==> src/rtl/half_sub_ripple_reg.sv <==
// Registered ripple-borrow subtractor, two half-subtractor cells per bit.
// Optional HALF_SUB_SATURATE_EN: clamp diff to 0 on underflow.
module half_sub_ripple_reg #(
  parameter int WIDTH = 4
) (
  input  logic             clk,
  input  logic             rst_n,
  input  logic             in_valid,
  input  logic [WIDTH-1:0] a,
  input  logic [WIDTH-1:0] b,
  input  logic             borrow_in,
  output logic             out_valid,
  output logic [WIDTH-1:0] diff,
  output logic             borrow_out,
  output logic [WIDTH-1:0] bit_borrow
);

  // {borrow, diff} of one half-subtractor cell
  function automatic logic [1:0] hsub(
    input logic x,
    input logic y
  );
    return {~x & y, x ^ y};
  endfunction

  logic [WIDTH:0]   c;
  logic [WIDTH-1:0] d1;
  logic [WIDTH-1:0] p1;
  logic [WIDTH-1:0] p2;
  logic [WIDTH-1:0] d_c;
  logic [WIDTH-1:0] d_nx;

  assign c[0] = borrow_in;

  for (genvar i = 0; i < WIDTH; i++) begin : g_bit
    assign {p1[i], d1[i]}  = hsub(a[i], b[i]);
    assign {p2[i], d_c[i]} = hsub(d1[i], c[i]);
    assign c[i+1] = p1[i] | p2[i];
  end

`ifdef HALF_SUB_SATURATE_EN
  assign d_nx = c[WIDTH] ? '0 : d_c;
`else
  assign d_nx = d_c;
`endif

  // Result regs hold when idle; only out_valid follows in_valid.
  always_ff @(posedge clk or negedge rst_n) begin
    if (!rst_n) begin
      out_valid  <= 1'b0;
      diff       <= '0;
      borrow_out <= 1'b0;
      bit_borrow <= '0;
    end else begin
      out_valid <= in_valid;
      if (in_valid) begin
        diff       <= d_nx;
        borrow_out <= c[WIDTH];
        bit_borrow <= c[WIDTH:1];
      end
    end
  end

endmodule

==> config.mk <==
export PLATFORM = sky130hd
export DESIGN_NAME = half_sub_ripple_reg
export DESIGN_NICKNAME = d
export VERILOG_FILES = /design/src/rtl/half_sub_ripple_reg.sv
export SDC_FILE = /design/constraint.sdc
export NUM_CORES = 1
export LEC_CHECK = 0
export CAP_MARGIN = 20
export CORE_UTILIZATION = 34
export DETAILED_ROUTE_END_ITERATION = 6
export GPL_TIMING_DRIVEN = 0
export PLACE_DENSITY_LB_ADDON = 0.12
export SLEW_MARGIN = 25
export SYNTH_ARGS = -nofsm -noshare
export SYNTH_HDL_FRONTEND = slang
export SYNTH_SLANG_ARGS = --single-unit
==> constraint.sdc <==
create_clock -name clk -period 0.8 [get_ports clk]
set_clock_uncertainty 0.1 [all_clocks]
set_input_delay 0.2 -clock clk [delete_from_list [all_inputs] [get_ports clk]]
set_output_delay 0.2 -clock clk [all_outputs]
set_load 0.02 [all_outputs]
# Word level (Yosys, flattened, before mapping)
# Cells that the tools add are included.
[op_classes]
n_addsub = 0
n_mul = 0
n_div = 0
magnitude_cmp = 0
n_eq_ne = 0
shift = 0
n_mux = 0
bitwise = 28
n_reduce_logical = 0
[op_table]
columns = ["cell", "n"]
rows = [
  ["1-bit AND", 8],
  ["1-bit NOT", 8],
  ["1-bit XOR", 8],
  ["1-bit OR", 4],
]
[totals]
register_bits = 10
latch_bits = 0
ram_bits = 0
rom_bits = 0
in_bits = 12
output_inout_bits = 10
elab_cells = 32
n_memories = 0

# Logic depth before layout (Yosys ltp)
# Gate-level depths: netlist of the first run.
[logic_depth]
depth_word = 10
ltp_mapped = 7
depth_no_buf = 7

# Worst setup path before layout of the first run
# OpenSTA, ideal clock, no wires.
[synth_path]
path_type = "input-to-reg"
from = "input port a[0]"
to = "register diff[3]"
setup_time_ns = 0.125
arrival_time_ns = 1.972
t_required_ns = 0.575
path_slack_ns = -1.397
stages = 7
path_buffers = 0
path_cell_list = "inv_1 > fa_1 > fa_1 > inv_1 > fa_1 > fa_1 > mux2_4"
[synth_between]
elab_chain_cells = 9
elab_cells_between_ends = 11
classes_between = "11 x bitwise"
[synth_lines]
columns = ["item", "line_no", "text"]
rows = [
  ["start, declared", "9", "input logic [WIDTH-1:0] a,"],
  ["1-bit XOR", "23", "return {~x & y, x ^ y};"],
  ["1-bit NOT", "23", ""],
  ["1-bit AND", "23", ""],
  ["1-bit OR (*)", "38", "assign c[i+1] = p1[i] | p2[i];"],
  ["via c[1]", "26", "logic [WIDTH:0] c;"],
  ["1-bit AND (*)", "23", ""],
  ["1-bit OR (*)", "38", ""],
  ["via c[2]", "26", ""],
  ["1-bit AND (*)", "23", ""],
  ["1-bit OR (*)", "38", ""],
  ["1-bit XOR (*)", "23", ""],
  ["via d_c[3]", "30", "logic [WIDTH-1:0] d_c;"],
  ["end signal, assigned", "57", "diff <= d_nx;"],
  ["end, declared", "13", "output logic [WIDTH-1:0] diff,"],
]
# The timed path passes the listed nets; every way through them passes the cells marked *.
# A chain may end at the register's enable or synchronous reset.

# Worst setup path after layout of the first run
[layout_path]
from = "input port borrow_in"
to = "register diff[3]"
[layout_between]
elab_chain_cells = 7
[layout_lines]
columns = ["item", "line_no", "text"]
rows = [
  ["start, declared", "11", "input logic borrow_in,"],
  ["1-bit AND", "23", ""],
  ["1-bit OR", "38", ""],
  ["via c[1]", "26", ""],
  ["1-bit AND", "23", ""],
  ["1-bit OR", "38", ""],
  ["via c[2]", "26", ""],
  ["1-bit AND", "23", ""],
  ["1-bit OR", "38", ""],
  ["1-bit XOR", "23", ""],
  ["via d_c[3]", "30", ""],
]
# The timed path passes the listed nets, and every way through them passes these cells.

==> impl_metrics.toml, run 1 <==
[place]
port-buffer-count = 21
dp_hpwl_um = 693
place.gp.congestion = 0.660
place_area_um2 = 693

[hold_path]
hold_path.class = "input pin to flop"
hold_depth = 1
hold_start = "in_valid"

[global_route]
gr-total-overflow = 0
antenna_found_initial = 0
grt_pass1_wl_um = 1560
grt_max_degree = 10
grt_pass1_vias = 390
grt_util_all_layers = 0.158

[critical_path]
crit_fanout = 2
cp-start-kind = "input pin"
end_kind = "flop"
rr_worst_depth = 2
crit_type = "input pin to flop"
worstPathArrival_ns = 2.01
crit_path_start = "borrow_in"
reg2reg_from = "diff[3]"
required_ns = 0.84

[floorplan]
fp.dieW_um = 38.5
initial_core_util = 0.387
dieArea_um2 = 1480
core-area_um2 = 1170
ios = 22
num_rows = 12
die_h_um = 38.5

[pwr]
vdd_drop_max_v = 0.00142
p_leak_nw = 0.452
p_total_mw = 1.67
powerDensity_nw_per_um2 = 1870

[status]
status = "finished with violations"
violations = "negative setup slack"

[clock_network]
ctsHtreeMaxLevel = 1
clockBufferDepth = 2
cts.clk_slew.worst_paths_ns = 0.07
cts_buffers = 3
insertion_delay_ns = 0.25
cts_hold_buffers = 0
clock_sinks = 9
clockRootBuffer = "clkbuf_4"
cts_tree = "built"

[sta]
finalSetupViolCount = 18
hold_viol = 0
fmax_mhz = 508
post-route-period-util = 2.46
relSlewSlack = 0.719
layout_setup_ws_ns = -1.17
tns_ns = -8.34
post-route-min-period_ns = 1.97
maxSlewViolCount = 0
tightest_slew_ns = 0.421
rsz0062_at_grt = "true"

[logic_synthesis]
yosysSeqAreaShare = 0.497
synth_area_um2 = 453
yosysUniqueCellTypes = 9
syn_nets = 48
postSynthCellCount = 32
synth_seq_cells = 9
yosysWarningCount = 0
avgSynthCellArea_um2 = 14.2

[finish]
fill_cells = 73
diodes = 0
nets = 91
stdcell_area_um2 = 891
mostFrequentLayoutCell = "buf_6"
drive_gt1_frac = 0.649
layout_common_cells = "buf_6 (20), buf_4 (11), dfrtp_1 (8)"
syn2layout_area_growth_pct = 96.7

[drt]
routedWlPerCell_um = 13.3
via_count = 387
drt_iter0_drc = 0
viasPerCell = 4.40
wirelength_um = 1170
ant_nets = 0
drt_first_pass_iters = 1
drc_errors = 0

[job]
max_cap_viol_count = 0
[power breakdown]
group / total, mW / leakage, nW / internal, mW / switching (mW)
combinational: 0.738 / 0.334 / 0.450 / 0.288
sequential: 0.586 / 0.103 / 0.531 / 0.0552
clock: 0.344 / 0.0150 / 0.192 / 0.153
[worst max-delay path: stages]
cell    delay (ns)
buf_6         0.09
fa_2          0.39
fa_2          0.36
inv_2         0.06
fa_2          0.21
fa_1          0.42
mux2_4        0.26
[layer usage]
layer / part of all wire / global-route usage / routed length, µm / vias up
met1: 0.34 / 0.155 / 402 / 191
li1: - / - / - / 180
met3: 0.035 / 0.0465 / 41 / 2
met4: 0.0069 / 0.0603 / 8 / 0
met5: 0 / 0 / 0 / -
met2: 0.61 / 0.300 / 713 / 14
[path summary, 6_finish.rpt]
check / endpoint / slack, ns
worst max-delay path: diff[3] / -1.17
worst max register to register: diff[3] / -0.21
min in group asynchronous: out_valid / 0.15
max in group asynchronous: borrow_out / 0.14
worst min register to register: diff[1] / 0.44
worst min-delay path: out_valid / 0.09
[registers in the layout, indices dropped and copies added, names as in the netlist]
register / cells
bit_borrow: 3
out_valid: 1
diff: 4
borrow_out: 1
[per-stage QoR]
stage / setup WS (ns) / instances / util / hold slack (ns)
global route: -1.21 / 88 / 0.761 / 0.108
global placement: -1.80 / 67 / 0.592 / 0.396
floorplan: -1.29 / 32 / - / -0.196
finish: -1.17 / 88 / 0.761 / 0.0915
detailed placement: -1.85 / 67 / 0.592 / 0.399
CTS: -1.17 / 79 / 0.677 / 0.119
[logic make-up (layout without fill, tap and decap cells)]
kind of cell	after synthesis	after routing	synth area share
flops	9	9	0.497
fa+ha+maj	4	4	0.177
simple gates	1	1	0.00828
buf+inv	10	52	0.108
compound gates	1	1	0.0110
mux	7	7	0.199
[synth_stat cells, drive strengths merged]
| master | n | area share |
|---|---|---|
| fa | 4 | 0.18 |
| mux2 | 4 | 0.13 |
| mux2i | 3 | 0.066 |
| inv | 8 | 0.066 |
| dfrtp | 9 | 0.50 |
| buf | 2 | 0.041 |
| a21oi | 1 | 0.011 |
| nor2 | 1 | 0.0083 |
[timing repair]
item / in CTS / in global routing
endpoints found under the setup margin: 18 / 18
pin swaps: 4 / 0
setup buffers: 8 / 10
resized for setup: 81 / 9
[cell type report]
cell class,count,area (µm²),area share
multi-input combinational,13,198,0.222
sequential,9,226,0.254
clock buffer,4,26.3,0.0295
tap,14,17.5,0.0197
timing repair buffer,38,368,0.413
inverter,8,32.5,0.0365
buffer,2,22.5,0.0253
Note: power is estimated with default switching activity, not from simulation.
==> run 2, diff against run 1 <==
- HOLD_SLACK_MARGIN: unset -> 0.02
==> results of run 2 <==
Final layout, timing and power as in run 1 (identical DEF).
==> edit 1 (settings of run 2) <==
Put one more register stage on the output `out_valid`, with the module's reset. The value now appears one clock later. The other outputs are not delayed to match.
--- a/src/rtl/half_sub_ripple_reg.sv
+++ b/src/rtl/half_sub_ripple_reg.sv
@@ -14,6 +14,8 @@
   output logic             borrow_out,
   output logic [WIDTH-1:0] bit_borrow
 );
+
+  logic out_valid_s0;
 
   // {borrow, diff} of one half-subtractor cell
   function automatic logic [1:0] hsub(
@@ -47,12 +49,12 @@
   // Result regs hold when idle; only out_valid follows in_valid.
   always_ff @(posedge clk or negedge rst_n) begin
     if (!rst_n) begin
-      out_valid  <= 1'b0;
+      out_valid_s0 <= 1'b0;
       diff       <= '0;
       borrow_out <= 1'b0;
       bit_borrow <= '0;
     end else begin
-      out_valid <= in_valid;
+      out_valid_s0 <= in_valid;
       if (in_valid) begin
         diff       <= d_nx;
         borrow_out <= c[WIDTH];
@@ -61,5 +63,13 @@
     end
   end
 
+  always_ff @(posedge clk or negedge rst_n) begin
+    if (!rst_n) begin
+      out_valid <= '0;
+    end else begin
+      out_valid <= out_valid_s0;
+    end
+  end
+
 endmodule
 
Check against the original RTL: not equivalent (a bounded check fails within 4 cycles, from zero or initial values and one cycle with rst_n low).
==> edit 1 against run 2 <==
The flow still finishes with violations (setup timing); count of clock-buffer cells in the layout unchanged; cell area shrank 6.7%; area after synthesis is 5.5% higher; synthesized cell count up 3.1%; total power is 3.4% higher; combinational power fell by 15%; setup slack better by 43 ps; routed wire length fell by 18%; sequential cell count grew 1; largest cell class unchanged; highest routed layer is now met3.
==> edit 1: results (changes against run 2) <==
* Routed vias/inst at 4.36 (-0.90%)
* Syn Nets at 49 (+2.1%)
* Pre-CTS setup slack at -1820 ps (+30.3 ps)
* Hold WS at 110 ps (+18.2 ps)
* Largest regs: diff x4, bit_borrow x3
* Relative slew slack at 69.8% (-2.1 points)
* Clk pin slew, worst setup/hold paths at 70 ps (about the same)
* Max VDD drop at 0.00115 V (-19%)
* Global-route wire length before repair at 1.56 mm (unchanged)
* DP HPWL at 716 um (+3.3%)
* Drt wl/cell at 11.8 um (-11%)
* Flop2flop setup slack at -210 ps (about the same)
* Synth cell types at 9 (unchanged)
* Worst setup startpoint: a[0]
* NumNets Final at 83 (-8.8%)
* Syn avg cell area at 14.5 um2 (+2.3%)
* Status: finished with violations
* Depth of the worst register-to-register path at 2 (unchanged)
* Final worst slack at -1120 ps (+42.6 ps)
* Vias in the first global route at 375 (-3.8%)
* CTS Buf Count at 3 (unchanged)
* Initial antenna violation count at 0 (unchanged)
* Hold Crit Endpoint: out_valid_s0$_DFF_PN0_
* Vias at 353 (-8.8%)
* GPL Wtd Cong at 0.644 (-2.4%)
* Worst reg2reg startpoint: bit_borrow[1]$_DFFE_PN0P_
* Worst skew pair latency at approximately 260 ps
* Leakage power at 0.419 nW (-7.4%)
* Largest stage delay, worst path at between 400 and 500 ps
* Final setup vio count at 18 (unchanged)
* Post-synthesis mux area share at 18.8% (-1.0 points)
* Fillers at 101 (+38%)
* Post-synthesis sequential area ratio at 52.4% (+2.6 points)
* Synth async-reset ratio at 100% (unchanged)
* FF-to-FF End: bit_borrow[1]$_DFFE_PN0P_
* Detailed Route Iter0 Violations at 0 (unchanged)
* Total track usage at 16.2% (+0.42 points)
* Placed cells at 69 (+3.0%)
* Adder-cell area share of the yosys netlist at 16.8% (-0.93 points)
* Most instantiated cells after synthesis: dfrtp_1 (10), inv_1 (8), fa_1 (4), mux2_4 (4), mux2i_1 (3)
* Hold path depth at 1 (unchanged)
* Port bufs at 21 (unchanged)
* Cell family with most CP delay: adder cells
* Max clock buf depth at 2 (unchanged)
* Setup TNS at -7570 ps (+765 ps)
* Share of cells above drive strength 1 at 60.6% (-4.3 points)
* Top cells by area, synth: dfrtp_1 (52%), fa_1 (17%), mux2_4 (13%)
* Worst Hold Class: input pin to flop
* Failing checks: setup timing
* Synth Area in XOR/XNOR at 0% (unchanged)
* Warnings from Yosys at 0 (unchanged)
* Largest net degree at the start of global routing at 11 (+1)
* Synth Area in Compound Gates at 1.05% (-0.058 points)
## edit 1: worst max path at each step
stage / end / cells past startpoint
6_report: diff[3]$_DFFE_PN0P_ / 8
5_1_grt: diff[3]$_DFFE_PN0P_ / 8
4_1_cts: diff[3]$_DFFE_PN0P_ / 8
3_5_place_dp: diff[3]$_DFFE_PN0P_ / 8
3_3_place_gp: diff[3]$_DFFE_PN0P_ / 7
2_1_floorplan: diff[3]$_DFFE_PN0P_ / 6
## edit 1: timing repair
| item | 4_1_cts | 5_1_grt |
|---|---|---|
| pin swaps | 4 | 0 |
| setup buffers | 7 | 1 |
| endpoints found under the setup margin | 18 | 18 |
| cloned | 0 | 0 |
| resized for setup | 78 | 3 |
## edit 1: where the power goes
| group | internal [W] | leakage, nW | total [W] | switching (W) |
|---|---|---|---|---|
| registers | 0.000584 | 0.115 | 0.000644 | 0.0000601 |
| clock network | 0.000276 | 0.0210 | 0.000450 | 0.000174 |
| logic | 0.000377 | 0.283 | 0.000630 | 0.000253 |
| total | 0.00124 | 0.419 | 0.00172 | 0.000487 |
## edit 1: final cells by class
class,count,area [um2],area share [%]
repair buffers,29,274,33.0
flip-flops and latches,10,251,30.3
multi-input cells,13,198,23.8
clock buffers,4,36.3,4.37
inverters,8,30.0,3.61
plain buffers,2,22.5,2.71
well taps,15,18.8,2.26
## edit 1: layer usage
metal	track usage, %	wire [um]	vias to the layer above
met3	6.82	42	0
met1	14.7	332	177
met4	7.76	0	0
met5	0	0	-
li1	-	-	165
met2	29.9	579	11
## edit 1: per-stage QoR
step	util, %	instance area, um2
after floorplan	-	490
after global placement	55.3	719
after detailed placement	55.3	719
after CTS	62.3	811
after global routing	63.8	831
final	63.8	831
==> edit 2 (settings of run 2) <==
Made on the original files. The option `HALF_SUB_SATURATE_EN` is turned on by a define.
--- a/src/rtl/half_sub_ripple_reg.sv
+++ b/src/rtl/half_sub_ripple_reg.sv
@@ -1,5 +1,7 @@
 // Registered ripple-borrow subtractor, two half-subtractor cells per bit.
 // Optional HALF_SUB_SATURATE_EN: clamp diff to 0 on underflow.
+`define HALF_SUB_SATURATE_EN
+
 module half_sub_ripple_reg #(
   parameter int WIDTH = 4
 ) (
Function: changed (a bounded check fails within 4 cycles, from zero or initial values and one cycle with rst_n low).
==> edit 2 against run 2 <==
The flow still finishes with violations (setup timing); routed wire length decreased by 22%; critical path type unchanged; total power fell by 15%; sequential cell count is the same; setup slack better by 76 ps; area after synthesis grew 1.9%; sequential power fell by 3.6%; cell area is 12% lower.
==> edit 2: results (changes against run 2) <==
* Non-clk buf share at 34.6% (-9.2 points)
* DP Area at 699 um2 (+0.90%)
* Final worst slack at -1090 ps (+76.2 ps)
* Comb. pwr at 0.000520 W (-30%)
* GPL Wtd Cong at 0.671 (+1.6%)
* Fillers at 96 (+32%)
* First-pass DRT Iterations at 2 (+1)
* Post-synthesis sequential area ratio at 48.8% (-0.94 points)
* Total length of routed met3 wires at 63 um (+54%)
* Vias in the first global route at 328 (-16%)
* Relative slew slack at 73.1% (+1.3 points)
* Routing usage on met3 at 8.67% (+4.0 points)
* DP HPWL at 644 um (-7.0%)
* Share of cells above drive strength 1 at 52.2% (-13 points)
* Multi-input gate share of total cell area at 25.0% (+2.8 points)
* Inverters at 12 (+4)
* Clock network area share at 3.37% (+0.42 points)
* Max VDD drop at 0.00100 V (-29%)
* Failing checks: setup timing
* Met2 global-route usage at 23.8% (-6.3 points)
* Syn avg cell area at 11.8 um2 (-16%)
* Largest net degree at the start of global routing at 11 (+1)
* Synth cell types at 11 (+2)
* Most instantiated cells after synthesis: inv_1 (12), dfrtp_1 (9), fa_1 (4), o21ai_0 (4)
* Worst setup startpoint: a[0]
* WL met2 at 478 um (-33%)
* Worst Hold Class: input pin to async pin
* Final setup vio count at 18 (unchanged)
* Detailed Route Iter0 Violations at 2 (+2)
* Buffers outside the clock class at 28 (-30%)
* Worst reg2reg startpoint: bit_borrow[2]$_DFFE_PN0P_
* Core area at 1190 um2 (+1.3%)
* Setup TNS at -9520 ps (-1190 ps)
* Flop2flop setup slack at -90 ps (+120 ps)
* GR Layer Usage met1 at 14.7% (-0.88 points)
* Status: finished with violations
* Top cells by area, synth: dfrtp_1 (49%), fa_1 (17%), inv_1 (9.8%)
==> edit 2: cell types whose count changed after synthesis, sizes merged <==
| cell | change |
|---|---|
| inv | +4 |
| o21ai | +4 |
| mux2i | -2 |
| nand3 | +2 |
| nand3b | +2 |
| a21oi | -1 |
| mux2 | -1 |
| nor2 | -1 |
==> edit 2: kinds of logic (layout without fill, tap and decap cells) <==
kind of cell / after synthesis / count (layout) / share of synthesized area [%]
flops: 9 / 9 / 48.8
simple gates: 4 / 4 / 5.42
fa+ha+maj: 4 / 4 / 17.3
compound gates: 4 / 4 / 4.34
buf+inv: 14 / 44 / 13.8
mux: 4 / 4 / 10.3
==> edit 2: what timing repair did <==
item,4_1_cts,5_1_grt
gates resized for setup,82,0
hold endpoints to repair,0,0
setup endpoints to repair,18,18
pin swaps,5,1
setup buffers,3,2
